===== src/rtl/rx_mod.sv =====
// rtl/rx_mod.sv - 8N1 UART receiver with OVS-times oversampling, overrun and framing-error flags
`timescale 1ns/1ps
module rx_mod #(
   parameter int OVS = 16
) (
   input  logic       clk,
   input  logic       rst,
   input  logic       baud_tick,
   input  logic       rxd,
   input  logic       rd_en,
   output logic [7:0] dout,
   output logic       rx_valid,
   output logic       frame_err,
   output logic       overrun,
   output logic       rx_busy
);

   localparam int CW = $clog2(OVS);
   localparam logic [CW-1:0] MID  = CW'(OVS/2 - 1);
   localparam logic [CW-1:0] LAST = CW'(OVS - 1);

   typedef enum logic [1:0] {IDLE, START, DATA, STOP} state_t;

   state_t          state, state_nxt;
   logic [1:0]      sync;
   logic            rxs;
   logic [1:0]      prime;
   logic            armed;
   logic [CW-1:0]   cnt, cnt_nxt;
   logic [2:0]      idx, idx_nxt;
   logic [7:0]      shift, shift_nxt;
   logic            byte_ok, byte_bad;

   assign rxs     = sync[1];
   assign rx_busy = (state != IDLE);

   // prime marks when sync holds real line samples rather than its reset value
   always_ff @(posedge clk or posedge rst) begin
      if (rst) begin
         sync  <= 2'b11;
         prime <= 2'b00;
         armed <= 1'b0;
      end else begin
         sync  <= {sync[0], rxd};
         prime <= {prime[0], 1'b1};
         if (baud_tick && prime[1] && rxs)
            armed <= 1'b1;
      end
   end

   always_ff @(posedge clk or posedge rst) begin
      if (rst) begin
         state <= IDLE;
         cnt   <= '0;
         idx   <= '0;
         shift <= '0;
      end else begin
         state <= state_nxt;
         cnt   <= cnt_nxt;
         idx   <= idx_nxt;
         shift <= shift_nxt;
      end
   end

   always_comb begin
      state_nxt = state;
      cnt_nxt   = cnt;
      idx_nxt   = idx;
      shift_nxt = shift;
      byte_ok   = 1'b0;
      byte_bad  = 1'b0;
      if (baud_tick) begin
         case (state)
            IDLE: begin
               if (armed && !rxs) begin
                  state_nxt = START;
                  cnt_nxt   = '0;
               end
            end
            START: begin
               if (cnt == MID) begin
                  cnt_nxt   = '0;
                  idx_nxt   = '0;
                  state_nxt = rxs ? IDLE : DATA;
               end else begin
                  cnt_nxt = cnt + 1'b1;
               end
            end
            DATA: begin
               if (cnt == LAST) begin
                  cnt_nxt        = '0;
                  shift_nxt[idx] = rxs;
                  if (idx == 3'd7) begin
                     idx_nxt   = '0;
                     state_nxt = STOP;
                  end else begin
                     idx_nxt = idx + 3'd1;
                  end
               end else begin
                  cnt_nxt = cnt + 1'b1;
               end
            end
            STOP: begin
               if (cnt == LAST) begin
                  cnt_nxt   = '0;
                  state_nxt = IDLE;
                  byte_ok   = rxs;
                  byte_bad  = !rxs;
               end else begin
                  cnt_nxt = cnt + 1'b1;
               end
            end
            default: state_nxt = IDLE;
         endcase
      end
   end

   // a capture on the same edge as rd_en takes precedence over the clear
   always_ff @(posedge clk or posedge rst) begin
      if (rst) begin
         dout      <= 8'h00;
         rx_valid  <= 1'b0;
         frame_err <= 1'b0;
         overrun   <= 1'b0;
      end else begin
         frame_err <= byte_bad;
         if (rd_en && rx_valid) begin
            rx_valid <= 1'b0;
            overrun  <= 1'b0;
         end
         if (byte_ok) begin
            if (!rx_valid || rd_en) begin
               dout     <= shift;
               rx_valid <= 1'b1;
            end else begin
               overrun <= 1'b1;
            end
         end
      end
   end

endmodule


===== config.mk =====
export PLATFORM = sky130hd
export DESIGN_NAME = rx_mod
export DESIGN_NICKNAME = d
export VERILOG_FILES = /design/src/rtl/rx_mod.sv
export SDC_FILE = /design/constraint.sdc
export NUM_CORES = 1
export LEC_CHECK = 0
export CAP_MARGIN = 20
export CORE_UTILIZATION = 48
export DETAILED_ROUTE_END_ITERATION = 16
export GPL_ROUTABILITY_DRIVEN = 0
export HOLD_SLACK_MARGIN = 0.06
export PLACE_DENSITY_LB_ADDON = 0.05
export SKIP_CTS_REPAIR_TIMING = 1
export SLEW_MARGIN = 30
export SYNTH_ARGS = -nofsm -noshare
export SYNTH_HDL_FRONTEND = slang
export SYNTH_SLANG_ARGS = --single-unit

===== constraint.sdc =====
create_clock -name clk -period 2.2 [get_ports clk]
set_clock_uncertainty 0.2 [all_clocks]
set_input_delay 0.33 -clock clk [delete_from_list [all_inputs] [get_ports clk]]
set_output_delay 0.33 -clock clk [all_outputs]
set_load 0.01 [all_outputs]

==> impl_summary.log <==
[metrics] status: completed
[metrics] most used cells in the layout excluding fill and tap cells: dfrtp_1, mux2_2, buf_4, clkdlybuf4s50_1
[metrics] CTS sink count: 33
[metrics] total die area: 0.00349 sq mm
[metrics] share of the synthesized netlist area taken by xor and xnor gates: 0.00560
[metrics] total via count in the routed design: 1128
[metrics] count of placed standard cells including taps: 190
[metrics] Fin. Hold Viols: 0
[metrics] proportion of power drawn by combinational gates: 0.293
[metrics] floorplan core area: 0.00308 sq mm
[metrics] number of cells on the worst reg-to-reg path: 5
[metrics] hold path depth: 0
[metrics] half-perimeter wire length after detailed placement: 2100 microns
[metrics] Synth Area in Adders: 0.0240
[metrics] highest metal layer with signal wires: met4
[metrics] Placement Rows: 20
[metrics] Worst Hold Slack: 159 ps
[metrics] area grow syn2layout: 24.6%
[metrics] via count of the first global-routing pass: 1073
[metrics] total of buffers placed on input and output ports: 16
[metrics] clock share of power: 0.221
[metrics] register clock-pin slew on the reported worst setup and hold paths: 100 ps
[metrics] wire length on met2: 1370 microns
[metrics] maximum clock frequency: 479 MHz
[metrics] fin. max-slew vios: 0
[metrics] number of distinct standard cells referenced by the synthesized netlist: 43
[metrics] Ports: 17
[metrics] post-layout instance count excluding filler cells: 206
[metrics] ys flop type: dfrtp_1
[metrics] number of antenna cells inserted: 0
[metrics] antenna-violating nets left: 0
[metrics] syn nets: 136
[metrics] LEAKAGE: 0.886 nW
[metrics] Worst Setup End Kind: register
[metrics] start point of the worst min-delay path: prime[0]
[metrics] WP data required: 2210 ps
[metrics] fraction of layout cells with a size suffix above 1: 0.302
[metrics] share of cell area taken by muxes after synthesis: 0.122
[metrics] Initial Utilization: 0.508
[metrics] VDD IR max: 0.497 mV
[metrics] internal portion of total power: 1.07 mW
[metrics] TritonCTS buffer count: 5
[metrics] part of the total power dissipated in sequential elements: 0.486
[metrics] async set-reset flop share out of synthesis: 1.00
[metrics] number of DRC markers in iteration 0: 33
[metrics] count of H-tree levels built during CTS: 2
[metrics] drt wl/cell: 14.3 microns
[metrics] fin area: 0.00195 sq mm
[metrics] beginning of the critical path: state[0]
[metrics] total design power: 1.56 mW
[metrics] Worst setup SP type: register
[metrics] switching share of power: 0.313
[metrics] post-synthesis register bit count: 33
[metrics] routed wire length: 2940 microns
[metrics] Via density: 5.48
[metrics] register area share after synthesis: 0.530
[metrics] Worst-Skew Late Latency: 330 ps
[metrics] met3 wire length: 115 microns
[metrics] setup slack of the critical path after layout: 112 ps
[metrics] compound-gate portion of the synthesized area: 0.119
[metrics] # Max-Cap Violations: 0
[metrics] Mapped Avg Cell Area: 12.2 sq um
[metrics] largest net degree at the start of global routing: 34
[metrics] Die Height: 59.1 microns
[metrics] endpoint of the worst setup timing path: shift[0]
[metrics] post-synthesis instance area: 0.00156 sq mm
[metrics] simple-gate area share of the yosys netlist: 0.166
[metrics] Placed Instance Area: 0.00183 sq mm
[metrics] reg-to-reg endpoint: shift[0]
[metrics] worst setup slack after placement: 17.5 ps
[metrics] arrival time of data at the critical path endpoint: 2100 ps
[metrics] Detailed Routing Iterations Pass 1: 4
[metrics] remaining routing DRC violations: 0
[metrics] launch instance of the worst register-to-register path: state[0]
[metrics] antenna violations before repair: 0
[metrics] Final Setup Violations: 0
[metrics] worst-path fanout max: 9
[metrics] largest family of logic cells by synthesized area: simple AND/OR/NAND/NOR gates
[metrics] detailed-route wire length on metal 1: 1400 microns
[metrics] net switching component of the power: 487 uW
[metrics] clock tree root buffer cell: clkbuf_4
[metrics] Yosys warnings: 0
[metrics] most common library cell in the layout ignoring fill and taps: dfrtp_1
[metrics] Crit Path Category: reg -> reg
[metrics] wire length of the first global-routing pass: 4930 microns
[metrics] chip width: 59.1 microns
[metrics] class of the tightest hold or removal check: reg -> reg
[metrics] areal power density over the cells: 799 mW/mm^2
[metrics] post-route fraction of the period consumed by the critical path: 0.949
[metrics] reg2reg setup slack: 110 ps
[metrics] setup repair after global routing missed its margin: false
[metrics] final standard cell utilization of the core: 0.633
[metrics] number of buffers between clock root and the deepest sink: 2
[metrics] final setup TNS: 0 ps
[metrics] count of flip-flops with a built-in enable after synthesis: 0
[metrics] number of nets in the layout: 169
[metrics] Post-Synthesis Cells: 128
[metrics] grt total ovfl: 0
[metrics] fin crit period: 2090 ps
[metrics] Total Routing Usage GR: 0.199
[metrics] TritonCTS clock tree: done
## critical path: stages, from the launching register on
cell      delay (ps)
dfrtp_2          470
buf_4            150
buf_4            130
nand2b_1         230
nor4_1           410
mux2_2           380
## layout make-up
type / count / area, sq um
clock buffer: 8 / 58.8
tap: 44 / 55.1
multi-input combinational: 84 / 687
fill: 245 / 1130
sequential: 33 / 831
inverter: 4 / 15.0
timing repair buffer: 33 / 303
## layer usage
layer  vias to the layer above  track usage
met1                       552        0.265
li1                        548            -
met5                         -            0
met3                         6       0.0590
met4                         0       0.0918
met2                        22        0.299
## power by group through the flow
stage	Sequential, mW	Clock [mW]	Combinational, mW
after floorplan	0.718	0	0.298
after detailed placement	0.784	0	0.346
after global placement	0.778	0	0.332
after CTS	0.772	0.361	0.347
final	0.757	0.344	0.456
after global routing	0.767	0.383	0.510
## sequential cells by signal, summed over array words and instances, names as in the netlist, named ones only
| register | cells |
|---|---|
| armed | 1 |
| cnt | 4 |
| dout | 8 |
| frame_err | 1 |
| idx | 3 |
| overrun | 1 |
| prime | 2 |
| rx_valid | 1 |
| shift | 8 |
| state | 1 |
| sync | 2 |
## how the worst min path moves through the flow
stage	endpoint	slack, ps
floorplan	prime[1]	130
global placement	prime[1]	130
detailed placement	prime[1]	150
CTS	sync[1]	160
global route	sync[1]	160
finish	prime[1]	160
## synth_stat cells, drive strengths merged (3+ instances only)
library cell | number | share of area
a21oi | 3 | 0.0096
buf | 4 | 0.014
clkbuf | 3 | 0.0072
dfrtp | 31 | 0.50
ha | 3 | 0.024
inv | 4 | 0.0096
mux2 | 16 | 0.12
nand2b | 3 | 0.012
nand3 | 3 | 0.0096
nand4 | 3 | 0.016
nor2b | 3 | 0.012
nor3 | 4 | 0.013
nor3b | 3 | 0.022
nor4 | 5 | 0.020
o21a | 5 | 0.024
o21ai | 3 | 0.0096
## cells by family after synthesis
group | count (synthesis)
muxes | 17
other | 1
xor gates and xnor gates | 1
DFF | 33
and+or+nand+nor | 37
AOI/OAI and AO/OA | 25
buffers and inverters | 11
adders and majority gates | 3
(Power assumes the default switching activity.)
